`config.mk`:
```
export PLATFORM = sky130hd
export DESIGN_NAME = axi_io_pmp_gate
export DESIGN_NICKNAME = d
export VERILOG_FILES = /design/src/rtl/axi_conf.sv /design/src/rtl/axi_pkg.sv /design/src/rtl/axi_io_pmp_pkg.sv /design/src/rtl/axi_io_pmp_rd_err.sv /design/src/rtl/axi_io_pmp_gate.sv
export SDC_FILE = /design/constraint.sdc
export NUM_CORES = 1
export LEC_CHECK = 0
export ABC_AREA = 1
export CAP_MARGIN = 20
export CORE_AREA = 2 2 176 178
export CTS_BUF_LIST = sky130_fd_sc_hd__clkbuf_4
export CTS_CLUSTER_DIAMETER = 150
export CTS_CLUSTER_SIZE = 40
export DETAILED_ROUTE_END_ITERATION = 12
export DIE_AREA = 0 0 178 180
export GPL_TIMING_DRIVEN = 0
export SYNTH_ARGS = -nofsm -noshare
export SYNTH_HDL_FRONTEND = slang
export SYNTH_SLANG_ARGS = --single-unit
```
`constraint.sdc`:
```
create_clock -name clk_i -period 2.4 [get_ports clk_i]
set_input_delay 0.36 -clock clk_i [delete_from_list [all_inputs] [get_ports clk_i]]
set_output_delay 0.36 -clock clk_i [all_outputs]
set_load 0.005 [all_outputs]
```
`src/rtl/axi_conf.sv`:
```
// AXI4 channel structs for the DMA-to-memory port.
// req_t/resp_t bundle all five channels with handshakes.
package axi_conf;

  localparam int unsigned IdWidth   = 4;
  localparam int unsigned AddrWidth = 32;
  localparam int unsigned DataWidth = 32;
  localparam int unsigned UserWidth = 2;

  typedef logic [IdWidth-1:0]     id_t;
  typedef logic [AddrWidth-1:0]   addr_t;
  typedef logic [DataWidth-1:0]   data_t;
  typedef logic [DataWidth/8-1:0] strb_t;
  typedef logic [UserWidth-1:0]   user_t;
  typedef logic [7:0]             len_t;

  typedef struct packed {
    id_t        id;
    addr_t      addr;
    len_t       len;
    logic [2:0] size;
    logic [1:0] burst;
    logic [5:0] atop;
    user_t      user;
  } aw_chan_t;

  typedef struct packed {
    data_t data;
    strb_t strb;
    logic  last;
    user_t user;
  } w_chan_t;

  typedef struct packed {
    id_t        id;
    logic [1:0] resp;
    user_t      user;
  } b_chan_t;

  typedef struct packed {
    id_t        id;
    addr_t      addr;
    len_t       len;
    logic [2:0] size;
    logic [1:0] burst;
    user_t      user;
  } ar_chan_t;

  typedef struct packed {
    id_t        id;
    data_t      data;
    logic [1:0] resp;
    logic       last;
    user_t      user;
  } r_chan_t;

  typedef struct packed {
    aw_chan_t aw;
    logic     aw_valid;
    w_chan_t  w;
    logic     w_valid;
    logic     b_ready;
    ar_chan_t ar;
    logic     ar_valid;
    logic     r_ready;
  } req_t;

  typedef struct packed {
    logic    aw_ready;
    logic    ar_ready;
    logic    w_ready;
    logic    b_valid;
    b_chan_t b;
    logic    r_valid;
    r_chan_t r;
  } resp_t;

endpackage

```
`src/rtl/axi_pkg.sv`:
```
// AXI4 protocol constants shared by the interconnect.
// Provides the response-code type and its encodings.
package axi_pkg;

  typedef logic [1:0] resp_t;

  localparam resp_t RESP_OKAY   = 2'b00;
  localparam resp_t RESP_EXOKAY = 2'b01;
  localparam resp_t RESP_SLVERR = 2'b10;
  localparam resp_t RESP_DECERR = 2'b11;

endpackage

```
`src/rtl/axi_io_pmp_pkg.sv`:
```
// Shared types for the IO-PMP enforcement gate.
// FSM state enums and the default error response.
package axi_io_pmp_pkg;

  typedef enum logic [1:0] {
    W_IDLE,
    W_FWD,
    W_DRAIN,
    W_BERR
  } w_state_e;

  typedef enum logic [1:0] {
    R_IDLE,
    R_FWD,
    R_ERR
  } r_state_e;

  localparam axi_pkg::resp_t ERR_RESP = axi_pkg::RESP_SLVERR;

endpackage

```
`src/rtl/axi_io_pmp_rd_err.sv`:
```
// Error R-burst generator for terminated reads: captures id/user/len
// on start_i, emits len+1 zero-data beats while active_i, done_o on last.
module axi_io_pmp_rd_err
  import axi_io_pmp_pkg::*;
#(
  parameter axi_pkg::resp_t ErrResp = ERR_RESP
) (
  input  logic              clk_i,
  input  logic              rst_i,
  input  logic              start_i,
  input  axi_conf::id_t     id_i,
  input  axi_conf::user_t   user_i,
  input  axi_conf::len_t    len_i,
  input  logic              active_i,
  input  logic              ready_i,
  output logic              valid_o,
  output axi_conf::r_chan_t r_o,
  output logic              done_o
);

  axi_conf::id_t   id_q;
  axi_conf::user_t user_q;
  axi_conf::len_t  len_q;
  logic [7:0]      cnt_q;
  logic            last;

  assign last    = (cnt_q == len_q);
  assign valid_o = active_i;
  assign done_o  = active_i & ready_i & last;

  always_comb begin
    r_o      = '0;
    r_o.id   = id_q;
    r_o.resp = ErrResp;
    r_o.last = last;
    r_o.user = user_q;
  end

  always_ff @(posedge clk_i or posedge rst_i) begin
    if (rst_i) begin
      id_q   <= '0;
      user_q <= '0;
      len_q  <= '0;
      cnt_q  <= '0;
    end else if (start_i) begin
      id_q   <= id_i;
      user_q <= user_i;
      len_q  <= len_i;
      cnt_q  <= '0;
    end else if (active_i && ready_i && !last) begin
      cnt_q <= cnt_q + 8'd1;
    end
  end

endmodule

```
`src/rtl/axi_io_pmp_gate.sv`:
```
// IO-PMP enforcement gate: forwards allowed AXI transactions, terminates
// denied ones with error B/R; counts denials (deny_cnt_o, saturating).
module axi_io_pmp_gate
  import axi_io_pmp_pkg::*;
#(
  parameter axi_pkg::resp_t ErrResp  = ERR_RESP,
  parameter int unsigned    CntWidth = 32
) (
  input  logic                clk_i,
  input  logic                rst_i,
  input  axi_conf::req_t      slv_req_i,
  output axi_conf::resp_t     slv_resp_o,
  output axi_conf::req_t      mst_req_o,
  input  axi_conf::resp_t     mst_resp_i,
  input  logic                aw_allow_i,
  input  logic                ar_allow_i,
  output logic [CntWidth-1:0] deny_cnt_o
);

  w_state_e          w_q;
  r_state_e          r_q;
  axi_conf::id_t     aw_id_q;
  axi_conf::user_t   aw_user_q;
  logic              aw_ok;
  logic              ar_ok;
  logic              aw_hs;
  logic              ar_hs;
  logic              aw_deny;
  logic              ar_deny;
  logic              err_valid;
  logic              err_done;
  axi_conf::r_chan_t err_r;
  logic [1:0]        deny_inc;
  logic [CntWidth:0] deny_sum;
  logic [CntWidth-1:0] cnt_q;

  // Atomics are never forwarded; they take the error path.
  assign aw_ok = aw_allow_i & (slv_req_i.aw.atop == 6'd0);
  assign ar_ok = ar_allow_i;

  assign aw_hs = (w_q == W_IDLE) & slv_req_i.aw_valid
               & (aw_ok ? mst_resp_i.aw_ready : 1'b1);
  assign ar_hs = (r_q == R_IDLE) & slv_req_i.ar_valid
               & (ar_ok ? mst_resp_i.ar_ready : 1'b1);

  assign aw_deny = aw_hs & ~aw_ok;
  assign ar_deny = ar_hs & ~ar_ok;

  axi_io_pmp_rd_err #(
    .ErrResp (ErrResp)
  ) u_rd_err (
    .clk_i    (clk_i),
    .rst_i    (rst_i),
    .start_i  (ar_deny),
    .id_i     (slv_req_i.ar.id),
    .user_i   (slv_req_i.ar.user),
    .len_i    (slv_req_i.ar.len),
    .active_i (r_q == R_ERR),
    .ready_i  (slv_req_i.r_ready),
    .valid_o  (err_valid),
    .r_o      (err_r),
    .done_o   (err_done)
  );

  always_comb begin
    mst_req_o    = '0;
    mst_req_o.aw = slv_req_i.aw;
    mst_req_o.w  = slv_req_i.w;
    mst_req_o.ar = slv_req_i.ar;
    slv_resp_o   = '0;
    slv_resp_o.b = mst_resp_i.b;
    slv_resp_o.r = mst_resp_i.r;

    unique case (w_q)
      W_IDLE: begin
        mst_req_o.aw_valid  = slv_req_i.aw_valid & aw_ok;
        slv_resp_o.aw_ready = aw_ok ? mst_resp_i.aw_ready : 1'b1;
      end
      W_FWD: begin
        mst_req_o.w_valid  = slv_req_i.w_valid;
        slv_resp_o.w_ready = mst_resp_i.w_ready;
        slv_resp_o.b_valid = mst_resp_i.b_valid;
        mst_req_o.b_ready  = slv_req_i.b_ready;
      end
      W_DRAIN: begin
        slv_resp_o.w_ready = 1'b1;
      end
      W_BERR: begin
        slv_resp_o.b_valid = 1'b1;
        slv_resp_o.b.id    = aw_id_q;
        slv_resp_o.b.resp  = ErrResp;
        slv_resp_o.b.user  = aw_user_q;
      end
      default: ;
    endcase

    unique case (r_q)
      R_IDLE: begin
        mst_req_o.ar_valid  = slv_req_i.ar_valid & ar_ok;
        slv_resp_o.ar_ready = ar_ok ? mst_resp_i.ar_ready : 1'b1;
      end
      R_FWD: begin
        slv_resp_o.r_valid = mst_resp_i.r_valid;
        mst_req_o.r_ready  = slv_req_i.r_ready;
      end
      R_ERR: begin
        slv_resp_o.r_valid = err_valid;
        slv_resp_o.r       = err_r;
      end
      default: ;
    endcase
  end

  always_ff @(posedge clk_i or posedge rst_i) begin
    if (rst_i) begin
      w_q       <= W_IDLE;
      aw_id_q   <= '0;
      aw_user_q <= '0;
    end else begin
      unique case (w_q)
        W_IDLE: begin
          if (aw_hs) begin
            w_q <= aw_ok ? W_FWD : W_DRAIN;
          end
          if (aw_deny) begin
            aw_id_q   <= slv_req_i.aw.id;
            aw_user_q <= slv_req_i.aw.user;
          end
        end
        W_FWD: begin
          if (mst_resp_i.b_valid && slv_req_i.b_ready) begin
            w_q <= W_IDLE;
          end
        end
        W_DRAIN: begin
          if (slv_req_i.w_valid && slv_req_i.w.last) begin
            w_q <= W_BERR;
          end
        end
        W_BERR: begin
          if (slv_req_i.b_ready) begin
            w_q <= W_IDLE;
          end
        end
        default: w_q <= W_IDLE;
      endcase
    end
  end

  always_ff @(posedge clk_i or posedge rst_i) begin
    if (rst_i) begin
      r_q <= R_IDLE;
    end else begin
      unique case (r_q)
        R_IDLE: begin
          if (ar_hs) begin
            r_q <= ar_ok ? R_FWD : R_ERR;
          end
        end
        R_FWD: begin
          if (mst_resp_i.r_valid && slv_req_i.r_ready
              && mst_resp_i.r.last) begin
            r_q <= R_IDLE;
          end
        end
        R_ERR: begin
          if (err_done) begin
            r_q <= R_IDLE;
          end
        end
        default: r_q <= R_IDLE;
      endcase
    end
  end

  // One extra bit catches the carry so the counter sticks at all-ones.
  assign deny_inc = {1'b0, aw_deny} + {1'b0, ar_deny};
  assign deny_sum = {1'b0, cnt_q}
                  + {{(CntWidth-1){1'b0}}, deny_inc};

  always_ff @(posedge clk_i or posedge rst_i) begin
    if (rst_i) begin
      cnt_q <= '0;
    end else if (deny_sum[CntWidth]) begin
      cnt_q <= '1;
    end else begin
      cnt_q <= deny_sum[CntWidth-1:0];
    end
  end

  assign deny_cnt_o = cnt_q;

  atop_unsupported: cover property (
    @(posedge clk_i) disable iff (rst_i)
    slv_req_i.aw_valid && slv_req_i.aw.atop[5]
  );

endmodule

```
# Yosys cells after proc, flatten, opt, wreduce, memory -nomap -nowiden
# Cells that the tools add are included.
[totals] out_inout_bits=238 ff_bits=64 wordCells=79
[classes] n_eq_ne=13 n_bitwise=13 n_addsub=3 n_reduce_logical=14 n_mux=27
[op_table] operator="2-to-1 mux 41 bit" n=1
[op_table] operator="adder 32 x 2 -> 33 bit" n=1
[op_table] operator="2-to-1 mux 32 bit" n=1
[op_table] operator="2-to-1 mux 8 bit" n=3
[op_table] operator="2-to-1 mux 2 bit" n=10
[op_table] operator="!= test 2 bit (second input constant)" n=7
[op_table] operator="bitwise AND 1 bit" n=11
[op_table] operator="adder 8 x 1 -> 8 bit (second input constant)" n=1
[op_table] operator="equality test 8 bit" n=1
[op_table] operator="one-hot mux 2 bit (4 select lines)" n=1
[op_table] operator="2-to-1 mux 1 bit" n=7
[op_table] operator="equality test 2 bit (second input constant)" n=3
[op_table] operator="logical AND 1 bit" n=6
[op_table] operator="logical NOT 6 bit" n=1
[op_table] operator="one-hot mux 1 bit (2 select lines)" n=3
[op_table] operator="one-hot mux 2 bit (3 select lines)" n=1
[op_table] operator="equality test 2 x 1 -> 1 bit (second input constant)" n=2
[op_table] operator="logical NOT 2 bit" n=2
[op_table] operator="AND reduction 4 bit" n=1
[op_table] operator="AND reduction 3 bit" n=1
[op_table] operator="adder 1 x 1 -> 2 bit" n=1
[op_table] operator="inverter 1 bit" n=2
[op_table] operator="AND reduction 2 bit" n=1
[op_table] operator="nonzero test 2 bit" n=1
[op_table] operator="logical NOT 1 bit" n=1

# Depth between registers and ports, before layout
# Gate-level depths: netlist of run 1.
[depth] depth_word=8 depth_mapped=16

# Modules after synthesis
# From an unflattened synthesis of run 1, not the netlist that was laid out.
[unflattened] hier_cells=865 area_unflattened_um2=5900.7
[by_module_without_submodules] mod="axi_io_pmp_gate" seq_area_each_um2=1051.0 cells_per_inst=668 area_per_inst_um2=4453.0 instances=1
[by_module_without_submodules] mod="axi_io_pmp_rd_err" seq_area_each_um2=550.5 cells_per_inst=197 area_per_inst_um2=1447.6 instances=1

# Worst setup path before layout of run 1
# No wires, ideal clock.
[synth_timing] kind="flip-flop to flip-flop" startpoint="reg r_q[0]" endpoint="reg cnt_q[26] (netlist: deny_cnt_o[26])" slack_ps=-231 arrival_ps=2509 setup_ps=122 path_buffers=1 synth_period_minus_slack_ps=2631 path_stages_with_launch=17 cell_sequence="dfrtp_1 > inv_1 > ha_1 > inv_1 > nor2_4 > nand2_4 > clkbuf_1 > fa_1 > inv_1 > ha_1 > nand2_2 > nor3_4 > nand2_2 > nor2_2 > nand2_1 > nand2_1 > nand3_2"
[synth_via] elab_chain_len=7
[synth_lines] element="start, declared" line="axi_io_pmp_gate.sv:21" source="r_state_e r_q;"
[synth_lines] element="start signal, assigned" line="axi_io_pmp_gate.sv:157" source="r_q <= ar_ok ? R_FWD : R_ERR;"
[synth_lines] element="logical NOT 2 bit" line="axi_io_pmp_gate.sv:43" source="assign ar_hs = (r_q == R_IDLE) & slv_req_i.ar_valid"
[synth_lines] element="bitwise AND 1 bit" line="axi_io_pmp_gate.sv:43"
[synth_lines] element="bitwise AND 1 bit" line="axi_io_pmp_gate.sv:44" source="& (ar_ok ? mst_resp_i.ar_ready : 1'b1);"
[synth_lines] element="bitwise AND 1 bit" line="axi_io_pmp_gate.sv:47" source="assign ar_deny = ar_hs & ~ar_ok;"
[synth_lines] element="adder 1 x 1 -> 2 bit" line="axi_io_pmp_gate.sv:177" source="assign deny_inc = {1'b0, aw_deny} + {1'b0, ar_deny};"
[synth_lines] element="adder 32 x 2 -> 33 bit" line="axi_io_pmp_gate.sv:179" source="+ {{(CntWidth-1){1'b0}}, deny_inc};"
[synth_lines] element="2-to-1 mux 32 bit" line="axi_io_pmp_gate.sv:184" source="end else if (deny_sum[CntWidth]) begin"
[synth_lines] element="end signal, assigned" line="axi_io_pmp_gate.sv:187" source="cnt_q <= deny_sum[CntWidth-1:0];"
[synth_lines] element="end, declared" line="axi_io_pmp_gate.sv:35" source="logic [CntWidth-1:0] cnt_q;"
# Every way passes these cells.
# A chain may end at the register's enable or synchronous reset.

# Final worst setup path of run 1
[layout_timing] startpoint="reg w_q[1]" endpoint="reg cnt_q[14] (netlist: deny_cnt_o[14])"
[layout_via] elab_chain_len=7
[layout_lines] element="start, declared" line="axi_io_pmp_gate.sv:20" source="w_state_e w_q;"
[layout_lines] element="start signal, assigned" line="axi_io_pmp_gate.sv:123" source="w_q <= aw_ok ? W_FWD : W_DRAIN;"
[layout_lines] element="logical NOT 2 bit" line="axi_io_pmp_gate.sv:41" source="assign aw_hs = (w_q == W_IDLE) & slv_req_i.aw_valid"
[layout_lines] element="bitwise AND 1 bit" line="axi_io_pmp_gate.sv:41"
[layout_lines] element="bitwise AND 1 bit" line="axi_io_pmp_gate.sv:42" source="& (aw_ok ? mst_resp_i.aw_ready : 1'b1);"
[layout_lines] element="bitwise AND 1 bit" line="axi_io_pmp_gate.sv:46" source="assign aw_deny = aw_hs & ~aw_ok;"
[layout_lines] element="adder 1 x 1 -> 2 bit" line="axi_io_pmp_gate.sv:177"
[layout_lines] element="adder 32 x 2 -> 33 bit" line="axi_io_pmp_gate.sv:179"
[layout_lines] element="2-to-1 mux 32 bit" line="axi_io_pmp_gate.sv:184"
# Every way passes these cells.

==> impl_metrics.yaml, run 1 <==
critical_path:
  worstPathMaxFanout: 8
  start_kind: "flip-flop"
  end_kind: "flip-flop"
  path_class: "flip-flop to flip-flop"
  critPathRequiredTime_ns: 2.78
  cp.arrival_ns: 2.88
timing:
  min_period_over_period_pct: 104.2
  max_freq_mhz: 400.0
  slew_headroom_pct: 42.53
  hold_viol_final: 0
  finalClockSkew_ns: 0.03153
  rsz0062_at_grt: "true"
  tns_ns: -2.312
  finalSetupViolations: 30
  post-route-min-period_ns: 2.500
  worst_pin_slew_ns: 0.8620
  slew_viol_final: 0
  postLayoutSetupSlackWorst_ns: -0.09993
  hold_ws_ns: 0.4314
pwr:
  clkPwrFrac_pct: 18.4
  power_w: 0.005467
  sw_frac_of_total_pct: 35.86
  intPower_w: 0.003507
  power_density_mw_per_mm2: 544.0
  p_seq_share_pct: 28.7
  p_sw_w: 0.001961
  ir_drop_mv: 0.3201
  combPwrFrac_pct: 52.8
  leakagePower_nw: 4.973
placed_design:
  dpl_cell_area_sq_mm: 0.009226
  numPortBuffers: 327
  gp_congestion: 0.8501
  dp_hpwl_um: 16880
run_status:
  violations: "negative setup slack"
  outcome: "finished, violations left"
floorplanning:
  core-area_sq_mm: 0.03019
  dieWidth_um: 178
  die-area_sq_mm: 0.03204
  fp-row-count: 64
  die_h_um: 180
  initial_core_util_pct: 17.96
  pin_count: 448
drt:
  drc: 0
  top_layer: "met5"
  wl_met3_um: 1570
  viasPerCell: 3.848
  vias: 5945
  ant_nets: 0
  drt-initial-drc-count: 222
  wl_um: 21060
  firstDrtPassIters: 4
  wire_per_inst_um: 13.63
  wl_met1_um: 8379
  dr_wl_met2_um: 10780
yosys:
  ys_seq_elements: 64
  netlist_area_sq_mm: 0.005423
  synth_cell_types: 35
  synth_cells: 772
  synth_warnings: 0
  postSynthNetCount: 993
  synth_area_per_cell_sq_um: 7.024
  ys_seq_area_share_pct: 29.53
global_route:
  gr-usage-all-layers_pct: 12.75
  grt_overflow_total: 0
  grt_pass1_wl_um: 31980
  grt_pass1_vias: 5865
  grt_max_degree: 65
  antenna_found_initial: 1
clocking:
  clock_latency_ns: 0.46
  htreeDepth: 3
  cts_buffers: 9
  cts_root_buffer: "clkbuf_4"
  tritoncts: "built"
  cts.path.max_buffers: 2
  cts.clk_slew.worst_paths_ns: 0.14
  cts_num_sinks: 64
final_layout:
  layout_common_cells: "273 x clkdlybuf4s50_1, 177 x buf_4, 174 x nand2_1"
  final_nets: 1365
  fillers: 3221
  drive_above_1_share_pct: 27.07
  final_cell_area_sq_mm: 0.01005
  area_growth_pct: 85.32
  antenna_cells: 0
  layout_commonest_cell: "clkdlybuf4s50_1"
min_path:
  min-delay-path-class: "primary input to asynchronous set/reset pin"
run:
  drv_cap: 0
[metrics by stage]
stage	utilization, %	instances	setup WS, ns
after floorplan	-	772	-0.003716
after global placement	30.55	1495	-0.9769
after detailed placement	30.56	1495	-0.7677
after CTS	32.62	1536	-0.1877
after global routing	33.29	1545	-0.2205
final	33.29	1545	-0.09993
[power groups by stage]
stage	clock, W	sequential (W)	combinational, W
5_1_grt	0.00109	0.00161	0.00319
6_report	0.00101	0.00157	0.00289
2_1_floorplan	0	0.00153	0.00129
3_3_place_gp	0	0.00158	0.00261
3_5_place_dp	0	0.00159	0.00263
4_1_cts	0.00104	0.00157	0.00280
[final timing paths]
kind,startpoint,to,slack [ns],depth (start not counted)
worst max-delay path,w_q[1]$_DFFE_PP0P_,deny_cnt_o[14]$_DFF_PP0_,-0.1,13
worst max register to register,w_q[1]$_DFFE_PP0P_,deny_cnt_o[14]$_DFF_PP0_,-0.1,13
min in group clk_i,slv_req_i[148],aw_id_q[0]$_DFFE_PP0P_,0.47,3
worst min-delay path,rst_i,deny_cnt_o[10]$_DFF_PP0_,0.43,2
worst min register to register,aw_user_q[0]$_DFFE_PP0P_,aw_user_q[0]$_DFFE_PP0P_,0.50,2
max in group asynchronous,rst_i,u_rd_err.cnt_q[3]$_DFFE_PP0P_,1.37,2
[state kept, by name (all words and copies together) (netlist names)]
name / flops
aw_id_q: 4
aw_user_q: 2
deny_cnt_o: 32
r_q: 2
u_rd_err.cnt_q: 8
u_rd_err.id_q: 4
u_rd_err.len_q: 8
u_rd_err.user_q: 2
w_q: 2
[cell families (layout without fill, tap and decap cells)]
logic type                 Yosys count  after routing  synth area share [%]
and+or+nand+nor                    369            369                 30.96
adders and majority gates           11             11                 2.677
DFF                                 64             64                 29.53
buffers and inverters              275            652                 29.72
AOI/OAI and AO/OA                   30             30                 2.976
muxes                                9              9                 1.869
xor gates and xnor gates            14             14                 2.261
[layout make-up]
cell class              count  area (sq um)  area share, %
repair buffers            365          3586          35.68
multi-input cells         433          2506          24.94
flip-flops and latches     64          1604          15.96
plain buffers             157          1235          12.29
well taps                 396         495.5          4.930
inverters                 114         436.7          4.345
clock inverters             7         118.9          1.183
clock buffers               9         67.56         0.6723
[layer usage]
metal  track usage (%)  vias to the layer above
met5                 0                        -
met3             2.686                       21
met1             15.16                     2727
li1                  -                     2958
met4             3.311                        2
met2             22.99                      237
[cells in the mapped netlist]
master	count	area, sq um
nand3_2	5	50.05
a21oi_1	9	45.04
o21a_1	1	7.510
o21ai_1	1	5.000
nand3b_1	7	52.55
buf_2	3	15.01
nand2_1	183	686.9
o21ai_2	1	8.760
nand3_1	40	200.2
fa_1	1	20.02
nor3_4	1	16.27
nor2_4	4	45.04
nor2_2	6	37.54
o21ai_0	16	80.08
clkbuf_1	7	26.28
xor2_1	7	61.31
ha_1	10	125.1
inv_1	111	416.7
clkinv_1	1	3.750
clkbuf_2	1	5.000
inv_2	2	7.510
dfrtp_1	64	1602
nor3_1	8	40.04
a21boi_0	2	15.01
or2_1	1	6.260
nor2_1	79	296.5
buf_4	147	1104
xnor2_1	7	61.31
mux2_2	9	101.4
nand2_4	2	22.52
buf_6	3	33.78
nor3_2	5	50.05
nand4_1	18	112.6
nand2_2	8	50.05
or2_2	2	12.51
[timing repair]
item	CTS	global route
resized for setup	116	44
endpoints found under the hold margin	0	0
buffers inserted	25	11
setup endpoints to repair	84	41
pin swaps	18	15
hold buffers	0	0
gates cloned	3	0
[worst max-delay path, stage by stage, from the launching register on]
cell     delay [ns]
dfrtp_1        0.45
inv_2          0.12
ha_4           0.17
nand3_4        0.15
fa_2           0.44
inv_2          0.10
ha_4           0.14
nand2_4        0.07
nor2_4         0.15
nand2_2        0.08
nor2_4         0.16
nand2_8        0.14
buf_8          0.18
nand3_2        0.05
(Power assumes the default switching activity.)
==> inputs of run 2 (changes only) <==
CORE_AREA = 2 2 173 175   (was 2 2 176 178)
DIE_AREA = 0 0 175 177   (was 0 0 178 180)
SETUP_SLACK_MARGIN = 0.1   (was default)
clock period = 2.8 ns   (was 2.4 ns; I/O delays follow)
==> run 2 against run 1 <==
The flow now finishes without violations. Setup slack improved by 0.31 ns. Flip-flop and latch count stayed put. Design area fell by 4.1%. Clock skew is 0.0068 ns lower.
==> impl_metrics.yaml, run 2 (synthesis gave the netlist of run 1 again) <==
placed_design:
  numPortBuffers: 327
  gp_congestion: 0.9115
  dp_worst_setup_slack_ns: -0.5192
  dp_hpwl_um: 17600
final_layout:
  final_nets: 1344
  fillers: 3094
  layout_common_cells: "320 x clkdlybuf4s50_1, 182 x nand2_1, 164 x buf_4"
  drive_above_1_share_pct: 23.07
  area_growth_pct: 77.78
  layout_commonest_cell: "clkdlybuf4s50_1"
  finish.utilization_pct: 32.97
  largest_reg_flops: 32
pwr:
  leakagePower_nw: 4.650
  power_density_mw_per_mm2: 467.0
  ir_drop_mv: 0.2808
drt:
  drc: 0
  wl_um: 21170
  vias: 5840
  viasPerCell: 3.845
  wire_per_inst_um: 13.93
  firstDrtPassIters: 4
  drt-initial-drc-count: 361
  ant_nets: 0
floorplanning:
  die-area_sq_mm: 0.03098
  pin_count: 448
  fp-row-count: 63
  core-area_sq_mm: 0.02924
  die_h_um: 177
  initial_core_util_pct: 18.54
  dieWidth_um: 175
critical_path:
  cp.depth: 6
  cp.arrival_ns: 2.17
  crit_path_top_delay_cell: "clkdlybuf4s50_1"
  path_buf_inv: 4
  worstPathMaxFanout: 10
  path_class: "flip-flop to primary output"
  path_cells: "inv_2, ha_1, buf_4, clkbuf_8, nor2_2, clkdlybuf4s50_1"
  r2r_cells: 15
  critPathRequiredTime_ns: 2.38
  cp_top_family: "buffers and inverters"
  slowest_delay_ns: 0.53
  end_kind: "primary output"
  start_kind: "flip-flop"
min_path:
  min-delay-path-class: "primary input to asynchronous set/reset pin"
timing:
  max_freq_mhz: 385.7
  slew_viol_final: 0
  hold_viol_final: 0
  postLayoutSetupSlackWorst_ns: 0.2075
  rsz0062_at_grt: "true"
  min_period_over_period_pct: 92.59
  finalClockSkew_ns: 0.02470
  slew_headroom_pct: 42.54
  finalSetupViolations: 0
  worst_pin_slew_ns: 0.8619
  post-route-min-period_ns: 2.593
global_route:
  grt_max_degree: 65
  antenna_found_initial: 4
  gr-usage-all-layers_pct: 12.94
  grt_overflow_total: 0
  grt_pass1_vias: 5469
  grt_pass1_wl_um: 30790
clocking:
  cts.path.max_buffers: 2
  cts.clk_slew.worst_paths_ns: 0.12
  cts_num_sinks: 64
  tritoncts: "built"
  htreeDepth: 3
  cts_root_buffer: "clkbuf_4"
  cts_hold_buf: 0
  clock_latency_ns: 0.45
  cts_buffers: 9
run_status:
  outcome: "finished clean"
run:
  drv_cap: 0
==> run 2: area by class of cell <==
cell class / instances / area [sq um] / share of cell area (%)
clock inverters: 6 / 85.08 / 0.8825
plain buffers: 160 / 1215 / 12.60
flip-flops and latches: 64 / 1604 / 16.64
inverters: 114 / 437.9 / 4.543
clock buffers: 9 / 67.56 / 0.7008
well taps: 390 / 488.0 / 5.062
repair buffers: 341 / 3396 / 35.22
diodes: 2 / 5.005 / 0.05191
multi-input cells: 433 / 2342 / 24.30
==> run 2: through the flow <==
stage	hold WS, ns	setup TNS [ns]	area [sq um]	instances	total power (W)
after floorplan	0.4529	0	5423	772	0.002388
after global placement	0.4702	-55.15	9184	1489	0.003577
after detailed placement	0.4792	-15.31	9186	1489	0.003600
after CTS	0.5087	0	9408	1505	0.004428
after global routing	0.5182	0	9641	1519	0.004869
final	0.4913	0	9641	1519	0.004502
==> run 2: metal layers <==
| layer | GRT usage [%] | share of wire, % | vias up | wire [um] |
|---|---|---|---|---|
| met3 | 3.780 | 7.3 | 26 | 1540 |
| met5 | 0 | 0.061 | - | 13 |
| li1 | - | - | 2918 | - |
| met4 | 3.889 | 2.3 | 2 | 495 |
| met2 | 22.89 | 51 | 257 | 10710 |
| met1 | 15.10 | 40 | 2637 | 8407 |
==> run 2: what timing repair did <==
| item | in CTS | in global routing |
|---|---|---|
| pin swaps | 2 | 8 |
| buffers inserted | 2 | 12 |
| gates resized for setup | 20 | 48 |
| setup endpoints to repair | 80 | 58 |
==> run 2: final timing paths <==
kind | from | end | slack [ns]
setup / recovery | r_q[0]$_DFFE_PP0P_ | slv_resp_o[17] | 0.21
hold / removal | rst_i | u_rd_err.len_q[0]$_DFFE_PP0N_ | 0.49
setup reg to reg | r_q[0]$_DFFE_PP0P_ | deny_cnt_o[28]$_DFF_PP0_ | 0.25
hold reg to reg | aw_user_q[0]$_DFFE_PP0P_ | aw_user_q[0]$_DFFE_PP0P_ | 0.50
max in group asynchronous | rst_i | u_rd_err.cnt_q[5]$_DFFE_PP0P_ | 1.71
min in group clk_i | aw_user_q[0]$_DFFE_PP0P_ | aw_user_q[0]$_DFFE_PP0P_ | 0.50
==> run 2: power by group <==
part           switching [W]  internal (W)  leakage [nW]  total, W
Combinational        0.00104       0.00138          3.75   0.00242
Sequential          0.000195       0.00115         0.822   0.00135
Clock               0.000378      0.000354        0.0794  0.000732
Total                0.00162       0.00289          4.65   0.00450
==> inputs of run 3 (changes only) <==
REMOVE_ABC_BUFFERS = 1   (was default)
==> run 3 against run 2 <==
First-iteration DRC count decreased by 8.3%. Design area shrank 24%. Clock power increased by 16%. Utilization is 7.8 points lower. Setup slack got worse by 0.061 ns. Maximum frequency down 2.3%. Count of clock-buffer cells in the layout is the same. Hold slack got worse by 0.14 ns. Critical endpoint is now slv_resp_o[6]. Die area stayed put.
==> impl_metrics.yaml, run 3 (synthesis gave the netlist of run 1 again) <==
run_status:
  outcome: "finished clean"
floorplanning:
  fp-row-count: 63
  dieWidth_um: 175
  pin_count: 448
  initial_core_util_pct: 18.54
  core-area_sq_mm: 0.02924
  die-area_sq_mm: 0.03098
  die_h_um: 177
timing:
  max_freq_mhz: 376.9
  worst_pin_slew_ns: 1.041
  slew_headroom_pct: 30.38
  finalSetupViolations: 0
  hold_ws_ns: 0.3475
  slew_viol_final: 0
  rsz0062_at_grt: "true"
  hold_viol_final: 0
  post-route-min-period_ns: 2.654
  min_period_over_period_pct: 94.77
  finalClockSkew_ns: 0.02002
clocking:
  clock_latency_ns: 0.45
  cts.clk_slew.worst_paths_ns: 0.12
  cts_buffers: 9
  cts_num_sinks: 64
  cts_root_buffer: "clkbuf_4"
  cts.path.max_buffers: 2
  htreeDepth: 3
  tritoncts: "built"
critical_path:
  slowest_delay_ns: 0.67
  critPathRequiredTime_ns: 2.38
  crit_path_top_delay_cell: "clkdlybuf4s50_1"
  start_kind: "flip-flop"
  path_buf_inv: 3
  path_cells: "buf_4, ha_4, buf_8, nor2_1, clkdlybuf4s50_1"
  path_class: "flip-flop to primary output"
  cp.arrival_ns: 2.23
  cp_top_family: "buffers and inverters"
  cp-startpoint: "r_q[1]$_DFFE_PP0P_"
  r2r-start: "r_q[0]$_DFFE_PP0P_"
  end_kind: "primary output"
  worstPathMaxFanout: 22
final_layout:
  layout_commonest_cell: "clkdlybuf4s50_1"
  fillers: 3234
  drive_above_1_share_pct: 11.99
  finish.utilization_pct: 25.21
  final_nets: 1067
  largest_reg_flops: 32
  layout_common_cells: "186 x clkdlybuf4s50_1, 183 x nand2_1, 104 x inv_1"
  area_growth_pct: 35.97
drt:
  top_layer: "met5"
  firstDrtPassIters: 5
  drc: 0
  drt-initial-drc-count: 331
  viasPerCell: 4.283
  wire_per_inst_um: 38.62
  dr_wl_met2_um: 18810
  wl_met1_um: 12420
  ant_nets: 0
  wl_met3_um: 14660
  wl_um: 47960
  vias: 5320
global_route:
  grt_pass1_vias: 5087
  grt_max_degree: 37
  grt_overflow_total: 0
  gr-usage-all-layers_pct: 30.55
  antenna_found_initial: 4
  grt_pass1_wl_um: 58950
placed_design:
  numPortBuffers: 207
  dp_hpwl_um: 42430
  gp_congestion: 1.013
pwr:
  ir_drop_mv: 0.2632
  power_density_mw_per_mm2: 622.3
  leakagePower_nw: 3.606
min_path:
  min-delay-path-class: "primary input to asynchronous set/reset pin"
run:
  drv_cap: 0
## run 3: cell count changes in the layout (fill, tap and decap cells not counted), sizes merged
cell | before | now
dlygate4sd2 | 0 | 1
diode | 2 | 1
inv | 111 | 113
dlymetal6s2s | 7 | 19
bufinv | 2 | 3
clkbuf | 12 | 10
clkinvlp | 3 | 0
clkdlybuf4s50 | 320 | 186
buf | 171 | 14
nand2 | 193 | 196
clkinv | 4 | 5
## run 3: layout make-up
| type | count | area (sq um) | area share, % |
|---|---|---|---|
| inverter | 114 | 430.4 | 5.837 |
| timing repair buffer | 221 | 2242 | 30.41 |
| multi-input combinational | 436 | 2431 | 32.97 |
| antenna | 1 | 2.502 | 0.03394 |
| tap | 390 | 488.0 | 6.618 |
| clock buffer | 9 | 67.56 | 0.9163 |
| sequential | 64 | 1602 | 21.72 |
| clock inverter | 7 | 110.1 | 1.493 |
## run 3: metal layers
| layer | global-route usage, % | vias up |
|---|---|---|
| met2 | 41.81 | 575 |
| met1 | 23.08 | 2320 |
| met5 | 13.94 | - |
| met3 | 44.05 | 41 |
| li1 | - | 2370 |
| met4 | 8.229 | 14 |
## run 3: per-stage QoR
stage	TNS (ns)	std cells	worst slack (ns)	power, W	instance area, sq um
5_1_grt	0	1241	0.02136	0.004915	7371
6_report	0	1242	0.1465	0.004588	7373
3_3_place_gp	-85.59	1208	-0.9254	0.003494	6799
4_1_cts	0	1234	0.1037	0.004490	7166
2_1_floorplan	0	611	0.1563	0.002198	4239
3_5_place_dp	-30.68	1209	-1.002	0.003495	6824
## run 3: power by group
part | internal [W] | switching, W | total, W
Sequential | 0.00115 | 0.000188 | 0.00134
Clock | 0.000445 | 0.000405 | 0.000850
Combinational | 0.00108 | 0.00132 | 0.00240
Total | 0.00268 | 0.00191 | 0.00459
## run 3: path summary, 6_finish.rpt
path / end / depth (start not counted) / slack (ns)
max in group asynchronous: deny_cnt_o[14]$_DFF_PP0_ / 3 / 1.88
setup / recovery: slv_resp_o[6] / 5 / 0.15
hold reg to reg: aw_user_q[1]$_DFFE_PP0P_ / 2 / 0.50
min in group clk_i: aw_user_q[1]$_DFFE_PP0P_ / 2 / 0.50
hold / removal: aw_id_q[3]$_DFFE_PP0P_ / 2 / 0.35
setup reg to reg: deny_cnt_o[28]$_DFF_PP0_ / 15 / 0.22
## run 3: what timing repair did
action | 4_1_cts | 5_1_grt
resized for setup | 18 | 50
cloned | 2 | 1
hold buffers | 0 | 0
setup endpoints to repair | 76 | 58
pin swaps | 4 | 7
buffers inserted | 7 | 6
## run 3: worst register-to-register path: cells and delay by family (launching register included)
family,cells,cell delay (ns)
adder cells (fa/ha/maj),3,0.72
buffers and inverters,3,0.26
AND/OR/NAND/NOR,9,1.08
flip-flops,1,0.42
==> RTL change 1, RTL diff (flow settings as in run 3) <==
Change the parameter `CntWidth` from 32 to 28.
--- a/src/rtl/axi_io_pmp_gate.sv
+++ b/src/rtl/axi_io_pmp_gate.sv
@@ -6,3 +6,3 @@
   parameter axi_pkg::resp_t ErrResp  = ERR_RESP,
-  parameter int unsigned    CntWidth = 32
+  parameter int unsigned    CntWidth = 28
 ) (
Interface: changed (resized deny_cnt_o); port bits go from 448 to 444. No check against the original RTL was run, so the function may have changed too.
==> RTL change 1 against run 3 <==
- setup slack worse by 0.018 ns
- area after synthesis shrank 5.6%
- synthesized cell count down 4.0%
- clock power shrank 26%
- wire length fell by 6.1%
- total power down 9.8%
- register-to-register slack better by 0.02 ns
- cell area decreased by 5.3%
- first-iteration DRC count grew 34%
- fmax fell by 0.69%
- sequential cell count decreased by 4
- via count shrank 2.3%
- final cell count fell by 2.4%
- critical path type unchanged
- largest power group unchanged
==> RTL change 1: results <==
set metrics [dict create \
    status "finished, final reports clean" \
    root_buffer "clkbuf_4" \
    synthDistinctLibCells 31 \
    ys_seq_area_share_pct 29.34 \
    rrSetupSlack_ns 0.24 \
    wl_um 45030 \
    gp_congestion 1.038 \
    antenna_found_initial 5 \
    cts.clk_slew.worst_paths_ns 0.12 \
    io_buffers 203 \
    rr_startpoint "w_q[0]" \
    yosys-top-cells-area "dfrtp_1, buf_4, nand2_1" \
    rr_endpoint "deny_cnt_o[24]" \
    grt_max_degree 32 \
    synth-async-reset-ratio_pct 100.0 \
    grt_pass1_vias 5013 \
    grt_usage_pct 28.60 \
    cts_buffers 9 \
    worst_clock_skew_ns 0.01445 \
    synth_common_cells "nand2_1, buf_4, inv_1" \
    clock_latency_ns 0.43 \
    maxSlewHeadroom_pct 48.88 \
    crit_fanout 8 \
    firstDrtPassIters 5 \
    dp_hpwl_um 39850 \
    reg2regPathDepth 13 \
    fin_hold_ws_ns 0.4527 \
    yosys_warnings 0 \
    grt_pass1_wl_um 55660 \
    arrival_ns 2.25 \
    hold_violations 0 \
    switching_share_pct 40.96 \
    viasPerCell 4.290 \
    htree_levels 3 \
    ir_drop_uv 342.8 \
    final_nets 1035 \
    largest_reg_flops 28 \
    leakagePower_nw 3.315 \
    drive_above_1_share_pct 10.38 \
    drtIter0Drc 443 \
    clockBufferDepth 2 \
]
-- RTL change 1: through the flow --
step / instances / cell area, um2 / util (%) / worst slack, ns
4_1_cts: 1203 / 6840 / 23.39 / 0.1002
6_report: 1212 / 6984 / 23.88 / 0.1280
5_1_grt: 1209 / 6977 / 23.86 / 0.08976
3_5_place_dp: 1175 / 6487 / 22.18 / -0.9021
3_3_place_gp: 1174 / 6465 / 22.11 / -0.8599
2_1_floorplan: 581 / 3945 / - / 0.005029
-- RTL change 1: power by group through the flow --
stage	sequential [W]	combinational [W]	clock, W
4_1_cts	0.00126	0.00214	0.000646
3_5_place_dp	0.00127	0.00197	0
3_3_place_gp	0.00126	0.00196	0
5_1_grt	0.00129	0.00247	0.000693
2_1_floorplan	0.00124	0.000855	0
6_report	0.00126	0.00225	0.000626
-- RTL change 1: logic make-up after synthesis --
| family | after synthesis | synth area share (%) |
|---|---|---|
| AO/OA/AOI/OAI | 30 | 3.081 |
| XOR/XNOR | 10 | 1.711 |
| adder cells (fa/ha/maj) | 11 | 2.836 |
| buffers and inverters | 269 | 30.90 |
| flip-flops | 60 | 29.34 |
| multiplexers | 9 | 1.980 |
| AND/OR/NAND/NOR | 352 | 30.15 |
-- RTL change 1: cell type report --
type,instances,area (um2)
timing repair buffer,219,2223
fill,3250,22260
multi-input combinational,415,2218
antenna,3,7.507
inverter,109,415.4
sequential,60,1501
clock buffer,10,75.07
clock inverter,6,55.05
tap,390,488.0
-- RTL change 1: routing by layer --
| layer | vias up | wire [um] | global-route usage, % |
|---|---|---|---|
| met4 | 14 | 1030 | 5.694 |
| met2 | 552 | 19710 | 44.83 |
| met5 | - | 473 | 10.26 |
| met1 | 2331 | 11110 | 19.86 |
| li1 | 2269 | - | - |
| met3 | 34 | 12700 | 38.34 |
-- RTL change 1: how the worst max path moves through the flow --
stage | endpoint | slack (ns) | cells after the start | startpoint
after floorplan | deny_cnt_o[17] | 0.005 | 14 | r_q[0]
after global placement | deny_cnt_o[26] | -0.86 | 15 | slv_req_i[98]
after detailed placement | deny_cnt_o[13] | -0.90 | 15 | slv_req_i[98]
after CTS | deny_cnt_o[12] | 0.10 | 14 | r_q[1]
after global routing | deny_cnt_o[13] | 0.09 | 10 | w_q[0]
final | slv_resp_o[5] | 0.13 | 5 | r_q[1]
-- RTL change 1: critical path: stages, from the launching register on --
cell and delay, ns:
dfrtp_1 0.40, buf_4 0.15, ha_4 0.20, buf_12 0.16, nor2_1 0.32, clkdlybuf4s50_1 0.59
-- RTL change 1: what timing repair did --
action                     in CTS  in global routing
cloned                          3                  0
gates resized for setup        25                 26
pin swaps                       8                  5
setup endpoints to repair      71                 51
setup buffers                   9                  6
==> RTL change 2, RTL diff (settings of run 3) <==
Made on the original files. Reset style: synchronous (`rst_i`), changed in 4 clocked blocks.
--- a/src/rtl/axi_io_pmp_rd_err.sv
+++ b/src/rtl/axi_io_pmp_rd_err.sv
@@ -38,3 +38,3 @@
 
-  always_ff @(posedge clk_i or posedge rst_i) begin
+  always_ff @(posedge clk_i) begin
     if (rst_i) begin
--- a/src/rtl/axi_io_pmp_gate.sv
+++ b/src/rtl/axi_io_pmp_gate.sv
@@ -113,3 +113,3 @@
 
-  always_ff @(posedge clk_i or posedge rst_i) begin
+  always_ff @(posedge clk_i) begin
     if (rst_i) begin
@@ -149,3 +149,3 @@
 
-  always_ff @(posedge clk_i or posedge rst_i) begin
+  always_ff @(posedge clk_i) begin
     if (rst_i) begin
@@ -180,3 +180,3 @@
 
-  always_ff @(posedge clk_i or posedge rst_i) begin
+  always_ff @(posedge clk_i) begin
     if (rst_i) begin
Behaviour: differs if rst_i is asserted again (counterexample within 4 cycles, from zero or initial values and one cycle with rst_i high); with rst_i held inactive, the same outputs for 4 cycles.
==> RTL change 2 against run 3 <==
- worst hold slack improved by 0.042 ns
- wire length decreased by 6.1%
- total power decreased by 26%
- sequential cell count unchanged
- setup slack improved by 0.073 ns
- first-iteration DRC count increased by 9.1%
- area after synthesis decreased by 4.2%
- clock skew increased by 0.018 ns
- cell area decreased by 4.0%
- clock power decreased by 20%
- synthesized cell count increased by 3.6%
- combinational power decreased by 31%
- sequential share of layout area decreased by 3.6 points
- critical endpoint is now slv_resp_o[4]
==> RTL change 2: results <==
set metrics [dict create \
    dp_hpwl_um 39830 \
    dp_slack_ns -1.080 \
    post_drt_wl_per_cell_um 35.25 \
    grt_pass1_wl_um 55550 \
    leakagePower_nw 2.943 \
    power_w 0.003401 \
    arrival_ns 2.16 \
    rr_startpoint "r_q[1]" \
    rrSetupSlack_ns 0.22 \
    synth-compound-area-share_pct 8.120 \
    max_slew.worst_pin.slew_ns 0.6596 \
    ys_seq_area_share_pct 24.67 \
    status "finished, final reports clean" \
    met1_length_um 10960 \
    vias 5482 \
    fin_hold_ws_ns 0.3896 \
    muxShareOfSynthArea_pct 0 \
    hold_class "in2reg" \
    rr_endpoint "deny_cnt_o[9]" \
    p_comb_w 0.00165 \
    wl_um 45060 \
    route.met2.wl_um 18980 \
    synth_xor_area_share_pct 3.880 \
    cts.clk_slew.worst_paths_ns 0.15 \
    synthAdderAreaFrac_pct 2.795 \
    cp_slowest_stage_delay_ns 0.47 \
    switchingPower_w 0.001334 \
    synth_common_cells "nand2_1, buf_4, inv_1" \
    synth-async-reset-ratio_pct 0 \
    dp.cells 1237 \
    drive_above_1_share_pct 10.82 \
]
## RTL change 2: final cells by class
type / count / area, um2
Antenna cell: 1 / 2.502
Tap cell: 390 / 488.0
Sequential cell: 64 / 1286
Clock inverter: 6 / 60.06
Timing Repair inverter: 1 / 7.507
Multi-Input combinational cell: 458 / 2441
Fill cell: 3253 / 22170
Clock buffer: 10 / 75.07
Inverter: 121 / 464.2
Timing Repair Buffer: 227 / 2255
## RTL change 2: worst max path at each step
stage	from	to	slack (ns)	cells past startpoint
2_1_floorplan	r_q[0]	deny_cnt_o[22]	-0.003	16
3_3_place_gp	rst_i	u_rd_err.cnt_q[1]	-1.32	6
3_5_place_dp	ar_allow_i	deny_cnt_o[22]	-1.08	14
4_1_cts	r_q[0]	slv_resp_o[41]	0.10	5
5_1_grt	r_q[0]	deny_cnt_o[9]	0.1	15
6_report	r_q[0]	slv_resp_o[4]	0.22	6
## RTL change 2: cell families after synthesis
kind of cell / after synthesis
xor gates and xnor gates: 23
AOI/OAI and AO/OA: 75
buffers and inverters: 283
adders and majority gates: 11
and+or+nand+nor: 344
DFF: 64
## RTL change 2: what timing repair did
item | in CTS | in global routing
gates cloned | 5 | 1
resized for setup | 33 | 22
buffers inserted | 7 | 10
setup endpoints to repair | 45 | 46
hold endpoints to repair | 0 | 0
pin swaps | 5 | 7
## RTL change 2: worst register-to-register path: stages (launching register included)
cell        delay (ns)
dfxtp_2           0.37
inv_2             0.07
ha_2              0.18
inv_1             0.07
nor2_4            0.16
nand2_8           0.10
clkinvlp_4        0.12
fa_2              0.24
ha_4              0.16
nand3_4           0.12
inv_2             0.10
nand3_4           0.10
nor2_4            0.19
buf_4             0.14
nand3_4           0.15
a31oi_4           0.23
